### src/rtl/renkon_ctrl_feed_pkg.sv
`default_nettype none
// ============================================================================
// Module      : renkon_ctrl_feed_pkg
// Description : Shared renkon sizes, memory latency and ctrl stream record.
// Revision    : 1.0 - initial release
// ============================================================================
package renkon_ctrl_feed_pkg;

  localparam int LWIDTH  = 10;
  localparam int IMGSIZE = 12;
  localparam int D_MEM   = 1;

  typedef struct packed {
    logic start;
    logic valid;
    logic stop;
  } ctrl_reg;

endpackage
`default_nettype wire

### src/rtl/renkon_ctrl_feed_if.sv
`default_nettype none
// ============================================================================
// Module      : ctrl_bus
// Description : start/valid/stop stream towards the conv controller.
// Revision    : 1.0 - initial release
// ============================================================================
interface ctrl_bus;

  logic start;
  logic valid;
  logic stop;

  modport master (output start, valid, stop);
  modport slave  (input  start, valid, stop);

endinterface
`default_nettype wire

### src/rtl/renkon_ctrl_feed_delay.sv
`default_nettype none
// ============================================================================
// Module      : renkon_ctrl_delay
// Description : D_MEM-stage shift register aligning ctrl and channel flags
//               with image memory read data.
// Revision    : 1.0 - initial release
// ============================================================================
module renkon_ctrl_delay
  import renkon_ctrl_feed_pkg::*;
(
  input  wire logic clk,
  input  wire logic xrst,
  input  ctrl_reg   raw,
  input  wire logic first_raw,
  input  wire logic last_raw,
  output ctrl_reg   ctrl,
  output logic      first,
  output logic      last
);

  logic [4:0] r_stage [D_MEM];

  always_ff @(posedge clk) begin
    if (xrst) begin
      for (int i = 0; i < D_MEM; i++) r_stage[i] <= '0;
    end else begin
      r_stage[0] <= {raw, first_raw, last_raw};
      for (int i = 1; i < D_MEM; i++) r_stage[i] <= r_stage[i-1];
    end
  end

  assign {ctrl, first, last} = r_stage[D_MEM-1];

endmodule
`default_nettype wire

### src/rtl/renkon_ctrl_feed.sv
`default_nettype none
// ============================================================================
// Module      : renkon_ctrl_feed
// Description : Walks an img_size x img_size image per input channel, issuing
//               running read addresses and a latency-aligned ctrl stream.
// Revision    : 1.0 - initial release
// ============================================================================
module renkon_ctrl_feed
  import renkon_ctrl_feed_pkg::*;
(
  input  wire logic               clk,
  input  wire logic               xrst,
  input  wire logic               req,
  input  wire logic [LWIDTH-1:0]  w_img_size,
  input  wire logic [LWIDTH-1:0]  w_in_size,
  input  wire logic [IMGSIZE-1:0] w_img_offset,
  input  wire logic               ready,
  ctrl_bus.master                 out_ctrl,
  output logic [IMGSIZE-1:0]      mem_img_addr,
  output logic                    first_input,
  output logic                    last_input,
  output logic                    busy,
  output logic                    ack
);

  typedef enum logic [1:0] {
    S_IDLE   = 2'd0,
    S_STREAM = 2'd1,
    S_GAP    = 2'd2,
    S_DRAIN  = 2'd3
  } state_t;

  state_t            r_state;
  logic [LWIDTH-1:0] r_x, r_y, r_ch;
  logic [LWIDTH-1:0] r_img_size, r_in_size;
  logic [LWIDTH-1:0] r_dcnt;
  logic              r_first, r_last;

  ctrl_reg w_raw;
  ctrl_reg w_ctrl;
  logic    w_x_last, w_y_last, w_zero;

  always_comb begin
    w_raw       = '0;
    w_x_last    = (r_x == r_img_size - LWIDTH'(1));
    w_y_last    = (r_y == r_img_size - LWIDTH'(1));
    w_zero      = (w_img_size == '0) || (w_in_size == '0);
    w_raw.valid = (r_state == S_STREAM);
    w_raw.start = w_raw.valid && (r_x == '0) && (r_y == '0);
    w_raw.stop  = w_raw.valid && w_x_last && w_y_last;
  end

  always_ff @(posedge clk) begin
    if (xrst) begin
      r_state      <= S_IDLE;
      r_x          <= '0;
      r_y          <= '0;
      r_ch         <= '0;
      r_img_size   <= '0;
      r_in_size    <= '0;
      r_dcnt       <= '0;
      r_first      <= 1'b0;
      r_last       <= 1'b0;
      mem_img_addr <= '0;
      busy         <= 1'b0;
      ack          <= 1'b0;
    end else begin
      case (r_state)
        S_IDLE: begin
          if (req) begin
            r_img_size   <= w_img_size;
            r_in_size    <= w_in_size;
            mem_img_addr <= w_img_offset;
            r_x          <= '0;
            r_y          <= '0;
            r_ch         <= '0;
            r_first      <= !w_zero;
            r_last       <= !w_zero && (w_in_size == LWIDTH'(1));
            busy         <= 1'b1;
            if (w_zero) begin
              r_state <= S_DRAIN;
              r_dcnt  <= LWIDTH'(D_MEM - 1);
              ack     <= (D_MEM == 1);
            end else begin
              r_state <= S_STREAM;
            end
          end
        end
        S_STREAM: begin
          mem_img_addr <= mem_img_addr + IMGSIZE'(1);
          if (w_raw.stop) begin
            if (r_ch == r_in_size - LWIDTH'(1)) begin
              r_state <= S_DRAIN;
              r_dcnt  <= LWIDTH'(D_MEM - 1);
              ack     <= (D_MEM == 1);
            end else begin
              // Channel flags change here so their delayed copies flip only after the out stop.
              r_ch    <= r_ch + LWIDTH'(1);
              r_x     <= '0;
              r_y     <= '0;
              r_first <= 1'b0;
              r_last  <= (r_ch + LWIDTH'(2) == r_in_size);
              r_state <= S_GAP;
            end
          end else if (w_x_last) begin
            r_x <= '0;
            r_y <= r_y + LWIDTH'(1);
          end else begin
            r_x <= r_x + LWIDTH'(1);
          end
        end
        S_GAP: begin
          if (ready) r_state <= S_STREAM;
        end
        S_DRAIN: begin
          if (r_dcnt == '0) begin
            r_state <= S_IDLE;
            ack     <= 1'b0;
            busy    <= 1'b0;
          end else begin
            r_dcnt <= r_dcnt - LWIDTH'(1);
            ack    <= (r_dcnt == LWIDTH'(1));
          end
        end
        default: r_state <= S_IDLE;
      endcase
    end
  end

  renkon_ctrl_delay u_delay (
    .clk       (clk),
    .xrst      (xrst),
    .raw       (w_raw),
    .first_raw (r_first),
    .last_raw  (r_last),
    .ctrl      (w_ctrl),
    .first     (first_input),
    .last      (last_input)
  );

  assign out_ctrl.start = w_ctrl.start;
  assign out_ctrl.valid = w_ctrl.valid;
  assign out_ctrl.stop  = w_ctrl.stop;

endmodule
`default_nettype wire

### src/flat_wrapper.sv
// flat-port wrapper written by rule: the top's interface ports become plain ports
module renkon_ctrl_feed_flat import renkon_ctrl_feed_pkg::*;
  (clk, xrst, req, w_img_size, w_in_size, w_img_offset, ready, mem_img_addr, first_input, last_input, busy, ack, out_ctrl_start, out_ctrl_valid, out_ctrl_stop);
  ctrl_bus out_ctrl_i ();
  input  wire logic clk;
  input  wire logic xrst;
  input  wire logic req;
  input  wire logic [LWIDTH-1:0] w_img_size;
  input  wire logic [LWIDTH-1:0] w_in_size;
  input  wire logic [IMGSIZE-1:0] w_img_offset;
  input  wire logic ready;
  output logic [IMGSIZE-1:0] mem_img_addr;
  output logic first_input;
  output logic last_input;
  output logic busy;
  output logic ack;
  output wire logic [$bits(out_ctrl_i.start)-1:0] out_ctrl_start;
  output wire logic [$bits(out_ctrl_i.valid)-1:0] out_ctrl_valid;
  output wire logic [$bits(out_ctrl_i.stop)-1:0] out_ctrl_stop;
  assign out_ctrl_start = out_ctrl_i.start;
  assign out_ctrl_valid = out_ctrl_i.valid;
  assign out_ctrl_stop = out_ctrl_i.stop;
  renkon_ctrl_feed u_core (.clk(clk), .xrst(xrst), .req(req), .w_img_size(w_img_size), .w_in_size(w_in_size), .w_img_offset(w_img_offset), .ready(ready), .out_ctrl(out_ctrl_i), .mem_img_addr(mem_img_addr), .first_input(first_input), .last_input(last_input), .busy(busy), .ack(ack));
endmodule
### config.mk
export PLATFORM = sky130hd
export DESIGN_NAME = renkon_ctrl_feed_flat
export DESIGN_NICKNAME = d
export VERILOG_FILES = /design/src/rtl/renkon_ctrl_feed_pkg.sv /design/src/rtl/renkon_ctrl_feed_if.sv /design/src/rtl/renkon_ctrl_feed_delay.sv /design/src/rtl/renkon_ctrl_feed.sv /design/src/flat_wrapper.sv
export SDC_FILE = /design/constraint.sdc
export NUM_CORES = 1
export LEC_CHECK = 0
export ABC_AREA = 1
export BUFFER_PORTS_ARGS = -buffer_cell sky130_fd_sc_hd__buf_2
export CAP_MARGIN = 20
export CORE_ASPECT_RATIO = 1.4
export CORE_MARGIN = 4
export CORE_UTILIZATION = 65
export DETAILED_ROUTE_END_ITERATION = 16
export GPL_TIMING_DRIVEN = 0
export PLACE_DENSITY = 0.87
export SLEW_MARGIN = 0
export SYNTH_ARGS = -nofsm -noshare
export SYNTH_HDL_FRONTEND = slang
export SYNTH_HIERARCHICAL = 1
export SYNTH_SLANG_ARGS = --single-unit
### constraint.sdc
create_clock -name clk -period 3.4 [get_ports clk]
set_clock_uncertainty 0.2 [all_clocks]
set_input_delay 0.17 -clock clk [delete_from_list [all_inputs] [get_ports clk]]
set_output_delay 0.17 -clock clk [all_outputs]
set_load 0.05 [all_outputs]
==> results of run 1 <==
report_power, final:
group          internal, uW  switching (uW)  total, uW  leakage, uW
registers              1190             247       1440     0.000678
clock network           495             403        898     0.000119
logic                   905            2010       2920      0.00205
total                  2590            2660       5250      0.00285
per-layer routing:
| layer | global-route usage [%] | wire length [um] | up-vias |
|---|---|---|---|
| li1 | - | - | 3052 |
| met1 | 35.1 | 6120 | 2862 |
| met2 | 67.4 | 9210 | 301 |
| met3 | 5.86 | 1010 | 95 |
| met4 | 24.4 | 1110 | 0 |
| met5 | 0 | 0 | - |
registers in the layout, summed over array words and instances, names as in the netlist:
| signal | flops |
|---|---|
| u_core/r_ch | 10 |
| u_core/r_dcnt | 10 |
| u_core/busy | 1 |
| u_core/r_first | 1 |
| u_core/r_state | 2 |
| u_core/u_delay/r_stage | 5 |
| u_core/r_x | 10 |
| u_core/mem_img_addr | 12 |
| u_core/r_y | 10 |
| u_core/ack | 1 |
| u_core/r_in_size | 10 |
| u_core/r_last | 1 |
| u_core/r_img_size | 10 |
area by class of cell:
type                            count  area (um2)  area share, %
Tap cell                          102         128           1.99
Clock inverter                      4        27.5          0.429
Timing Repair Buffer               83         561           8.73
Clock buffer                       12         236           3.68
Inverter                           95         357           5.55
Multi-Input combinational cell    671        3300           51.3
Buffer                             31         154           2.40
Sequential cell                    83        1660           25.9
worst paths after layout:
kind / startpoint / cells after the start / end / slack [ns]
setup reg to reg: u_core/r_img_size[0]$_SDFFE_PP0P_ / 20 / u_core/r_dcnt[0]$_SDFFE_PP0P_ / 0.46
hold reg to reg: u_core/r_first$_SDFFE_PP0P_ / 2 / u_core/u_delay/r_stage[0][1]$_SDFF_PP0_ / 0.27
hold / removal: w_img_offset[0] / 5 / u_core/mem_img_addr[0]$_SDFFE_PP0P_ / 0.01
setup / recovery: u_core/r_img_size[0]$_SDFFE_PP0P_ / 20 / u_core/r_dcnt[0]$_SDFFE_PP0P_ / 0.46
through the flow:
step / cells / total power, uW / util, % / area, um2
after detailed placement: 1036 / 4240 / 71.6 / 5870
after global placement: 1036 / 4140 / 71.6 / 5870
after floorplan: 880 / 3540 / - / 5470
after global routing: 1081 / 5640 / 78.3 / 6420
after CTS: 1080 / 5180 / 78.2 / 6410
final: 1081 / 5250 / 78.3 / 6420
cell usage in the layout (no fill, tap or decap), types with 4 or more instances in the layout:
cell type,netlist,final
a21oi_1,66,66
inv_1,90,90
xor2_1,29,29
dfxtp_1,83,83
nand2_1,224,224
dlygate4sd3_1,0,29
nand2_2,4,4
buf_2,6,60
nand4_1,28,28
nand3_1,76,76
nor3_1,14,14
o21ai_0,42,42
clkbuf_1,18,21
a31oi_1,4,4
ha_1,11,11
xnor2_1,9,9
nor4_1,7,7
nor2_2,7,7
nand3b_1,9,9
or2_2,5,5
nor2_1,119,119
clkbuf_16,0,9
worst register-to-register path, cell delays in order (launching register included):
cell and delay, ns:
dfxtp_1 0.37, inv_2 0.15, ha_1 0.27, nand2_1 0.14, nor2_2 0.18, nand2_1 0.07
nand2_1 0.12, nand2_1 0.07, nand2_1 0.10, nand3_1 0.08, inv_1 0.05, nand2_1 0.06
nor2_2 0.17, nand2_1 0.09, nand2_2 0.08, buf_6 0.17, nand2_2 0.07, nor2_2 0.19
nand2_1 0.09, nand2_1 0.07, nor2_1 0.05
cell families (layout without fill, tap and decap cells):
kind of cell / count (synthesis) / count (layout) / share of synthesized area, %
buffers and inverters: 126 / 225 / 9.33
adders and majority gates: 11 / 11 / 2.52
AOI/OAI and AO/OA: 121 / 121 / 11.6
and+or+nand+nor: 501 / 501 / 40.1
xor gates and xnor gates: 38 / 38 / 6.09
DFF: 83 / 83 / 30.4
what timing repair did:
item | CTS | global route
hold buffers | 28 | 1
endpoints found under the setup margin | 0 | 0
endpoints found under the hold margin | 32 | 1
==> metrics, run 1 <==
initial antenna violation count 0; count of maximum capacitance violations 0; Relative slew margins 52.1%; Clock Sink Count between 80 and 90; DR WL/cell around 16 um; Critical Path AT 2.97 ns; count of pins over their slew limit 0; Synth top cells by count 224 x nand2_1, 119 x nor2_1, 90 x inv_1; Synth Flop Type dfxtp_1; most numerous cell in the Yosys netlist nand2_1; run status finished, final reports clean; Yosys warnings 6; drt drc 0; Max H-tree Level 3; Worst Tran Pin Value just over 0.7 ns; number of detailed-route iterations in the first pass 5; Post-Synthesis Cells between 800 and 900; worst hold slack 0.0136 ns; post-cts resize count 0; Num CTS Buffers 9; worst path bufs/invs 3; first-pass GRT wire length about 28,000 um; core area about 8200 um2; synthesis-to-layout area growth 17.4%; top cell type's share of synthesized area 30.4%; setup TNS 0 ns; Via density between 5 and 6; fraction of layout cells with a size suffix above 1 between 10% and 20%; number of fill cells in the layout approximately 640; Max Root-Sink Buffers 2; PD cells 818 nW/um2; Iteration-0 DRC Markers slightly above 500; VDD IR max between 0.0005 and 0.0006 V; CP peak stage delay approximately 0.37 ns; Startpoint Class flip-flop; Crit path top cell by count nand2_1; Slowest-stage cell, CP dfxtp_1; EDFF count, synth 0; post-CTS setup buffer count 0; vias in the first global route 6,112; Die Wd approximately 86 um; critical path's top delay family simple AND/OR/NAND/NOR gates; Clk Latency, worst-skew pair around 0.34 ns; die height 117 um; Data required, critical path between 3 and 4 ns; Mapped Area about 5500 um2; post-synth top area cell dfxtp_1; Rows 39; CP endpoint kind flip-flop; routability cong. 1.00; Reg clk slew, reported paths approximately 0.06 ns; Setup CP Type reg -> reg; fin crit period ~2.9 ns; Initial Util 66.7%; final hold vios 0; pin count of the biggest net entering global routing 14; die area ~10000 um2; leakage dissipation 0.00285 uW; Final WS setup between 0.4 and 0.5 ns; syn_nets a little over 900; # IOs 55; unrepaired setup endpoints after global routing no; Hold Crit Class in -> reg; Routed Antenna Nets 0; Netlist cell types 36; Area contributors post-synth dfxtp_1 30%, nand2_1 15%, nor2_1 8.2%; worst slack, placed about 0.53 ns; ys async rst share 0%; HPWL after DPL approximately 13,000 um; Mean Syn Cell Area between 6 and 7 um2; Ant. Diodes 0; nets slightly above 1k; fin crit share between 80 and 90%; global route overflow 0; Routed Wire Length approximately 17,000 um; CTS tree built; PortBufs 54; CP max FO 10; CP Cell Sequence inv_2, ha_1, nand2_1, nor2_2, nand2_1, nand2_1, nand2_1, nand2_1, nand3_1, inv_1, nand2_1, nor2_2, nand2_1, nand2_2, buf_6, nand2_2, nor2_2, nand2_1, nand2_1, nor2_1; Setup violations, final 0; Yosys reg bits 83; Root Buffer Master clkbuf_16; fmax about 0.34 GHz; GRT Overall Usage around 36%; Vias ~6.3k; Seq/Total Area, Yosys 30.4%
Note: power is estimated with default switching activity, not from simulation.
==> run 2: changes to the inputs <==
ABC_AREA = default   (was 1)
CORE_UTILIZATION = 64   (was 65)
GPL_TIMING_DRIVEN = default   (was 0)
PLACE_DENSITY = 0.86   (was 0.87)
==> metrics, run 2 <==
post-synth top area cell dfxtp_1; routability cong. 0.873 (-13%); leakage dissipation 0.00269 uW (-5.7%); Die Wd 84.3 um (-1.5%); number of detailed-route iterations in the first pass 6 (+1); die height 115 um (-1.5%); Ant. Diodes 0 (unchanged); Num CTS Buffers 9 (unchanged); Mean Syn Cell Area 7.71 um2 (+24%); Final WS setup -0.0656 ns (-0.530 ns); Sw Ratio 31.9% (-19 points); Routed Wire Length 16,600 um (-4.6%); Power Internal 1760 uW (-32%); r2r setup slk -0.07 ns (-0.53 ns); Yosys warnings 6 (unchanged); total chip power 2590 uW (-51%); CP endpoint kind flip-flop; die area 9670 um2 (-3.0%); synthesis-to-layout area growth 25.0%; top cell type's share of synthesized area 31.9% (+1.5 points); fmax 0.289 GHz (-15%); Reg clk slew, reported paths 0.08 ns (+0.02 ns); Startpoint Class flip-flop; fin crit share 102% (+16 points); CP max FO 8 (-2); Seq/Total Area, Yosys 31.9% (+1.5 points); Yosys reg bits 83 (unchanged); run status finished with violations; Vias 5,888 (-6.7%); Relative slew margins 34.5% (-18 points); number of fill cells in the layout 476 (-26%); Clock Sink Count 83 (unchanged); ys async rst share 0% (unchanged); failing checks negative setup slack; Iteration-0 DRC Markers 618 (+23%); Setup CP Type reg -> reg; Seq pwr share 41.9% (+15 points); Via density 6.68 (+14%); max reg flops 12 (unchanged); Comb pwr share 27.7% (-28 points); register area 1660 um2 (+0.15%); unrepaired setup endpoints after global routing yes; Critical Path AT 3.56 ns (+0.59 ns); Post-Synthesis Cells 676 (-23%); PD cells 397 nW/um2 (-51%); # IOs 55 (unchanged); count of maximum capacitance violations 0 (unchanged); Clk Latency, worst-skew pair 0.36 ns (+0.02 ns); clock power share 30.4% (+13 points); GRT Overall Usage 31.6% (-4.1 points); global route overflow 0 (unchanged); Rows 38 (-2.6%); Initial Util 66.4% (-0.29 points); Root Buffer Master clkbuf_8; nets 826 (-19%); drt drc 0 (unchanged); fraction of layout cells with a size suffix above 1 21.0% (+11 points); first-pass GRT wire length 24,800 um (-12%); VDD IR max 0.000276 V (-52%); Area contributors post-synth dfxtp_1 32%, a21oi_1 6.0%, nand2_1 5.7%; Psw 825 uW (-69%); Setup violations, final 5 (+5); count of pins over their slew limit 0 (unchanged); Synth top cells by count 83 x dfxtp_1, 79 x nand2_1, 62 x a21oi_1; initial antenna violation count 0 (unchanged); pin count of the biggest net entering global routing 62 (+48); final hold vios 0 (unchanged); Routed Antenna Nets 0 (unchanged); Mapped Area 5210 um2 (-4.7%); Max Root-Sink Buffers 2 (unchanged); most frequent cells in the layout 81 x dfxtp_1, 77 x nand2_1, 60 x a21oi_1, 59 x nor2_1, 54 x buf_2; most numerous cell in the Yosys netlist dfxtp_1; Netlist cell types 75 (+110%); Most flops, register u_core/mem_img_addr; CTS tree built; core area 7850 um2 (-4.3%); Data required, critical path 3.50 ns (+0.07 ns); area occupied by multi-input gates 3450 um2 (+4.7%); most common cell after layout, fill and taps aside dfxtp_1; vias in the first global route 5,393 (-12%); DR WL/cell 18.9 um (+17%); worst hold slack 0.0423 ns (+0.0288 ns); worst slack, placed 0.0584 ns (-0.475 ns); Worst Tran Pin Value 0.976 ns (+0.257 ns); EDFF count, synth 0 (unchanged); syn_nets 723 (-22%); Max H-tree Level 3 (unchanged); fin crit period 3.47 ns (+0.530 ns); Hold Crit Class in -> reg; Synth Flop Type dfxtp_1; PortBufs 54 (unchanged); HPWL after DPL 10,500 um (-17%)
## run 2: changes by cell type after synthesis, sizes merged, moves of 16 or more
cell / before / now
o21ai: 42 / 26
nand3: 78 / 30
nand2: 228 / 79
nor2: 127 / 62
inv: 93 / 26
## run 2: area by class of cell
class / instances / area share [%]
Multi-Input combinational cell: 525 / 53.0
Sequential cell: 83 / 25.6
Timing Repair Buffer: 133 / 14.6
Clock buffer: 12 / 2.38
Tap cell: 100 / 1.92
Inverter: 27 / 1.59
Clock inverter: 2 / 0.922
## run 2: path summary, 6_finish.rpt
path                                                        start                                 endpoint  cells after the start
worst max-delay path            u_core/r_img_size[1]$_SDFFE_PP0P_              u_core/r_ch[8]$_SDFFE_PP0P_                     12
worst min-delay path                              w_img_offset[2]      u_core/mem_img_addr[2]$_SDFFE_PP0P_                      4
worst max register to register  u_core/r_img_size[1]$_SDFFE_PP0P_              u_core/r_ch[8]$_SDFFE_PP0P_                     12
worst min register to register        u_core/r_first$_SDFFE_PP0P_  u_core/u_delay/r_stage[0][1]$_SDFF_PP0_                      1
## run 2: cells by family after synthesis
group / share of synthesized area (%)
compound gates: 21.5
xor+xnor: 8.50
fa+ha+maj: 2.64
buf+inv: 5.26
flops: 31.9
mux: 0.768
simple gates: 29.4
## run 2: metal layers
metal	global-route usage (%)	vias up	part of all wire [%]
met5	0	-	0
met4	16.7	0	5.0
met3	5.95	103	8.2
met2	58.1	358	51
met1	34.2	2776	36
li1	-	2651	-
## run 2: repair_timing
action | in CTS | in global routing
gates resized for setup | 0 | 28
hold buffers | 30 | 0
endpoints found under the setup margin | 0 | 34
buffers inserted | 0 | 9
hold endpoints to repair | 30 | 0
## run 2: worst max-delay path, cell delays in order, from the launching register on
cell and delay [ns]:
dfxtp_2 0.35, inv_2 0.05, ha_4 0.16, buf_4 0.16
o21ba_2 0.21, a221oi_2 0.30, a41oi_2 0.09, nor4_2 0.41
and4_4 0.32, a21oi_4 0.07, or4b_1 0.58, or3_1 0.34
a21oi_1 0.15
## run 2: metrics by stage
step | util (%) | TNS (ns) | cells | area, um2
floorplan | - | -0.0496 | 676 | 5270
detailed placement | 73.6 | 0 | 828 | 5780
finish | 83.0 | -0.178 | 882 | 6510
global placement | 73.6 | 0 | 828 | 5780
global route | 83.0 | -1.25 | 882 | 6510
CTS | 80.2 | 0 | 872 | 6290
## run 2: power by group through the flow
stage,clock (uW),sequential [uW],combinational [uW]
after global placement,0,1100,603
final,786,1080,717
after global routing,839,1090,773
after detailed placement,0,1100,622
after CTS,797,1080,651
after floorplan,0,1150,402
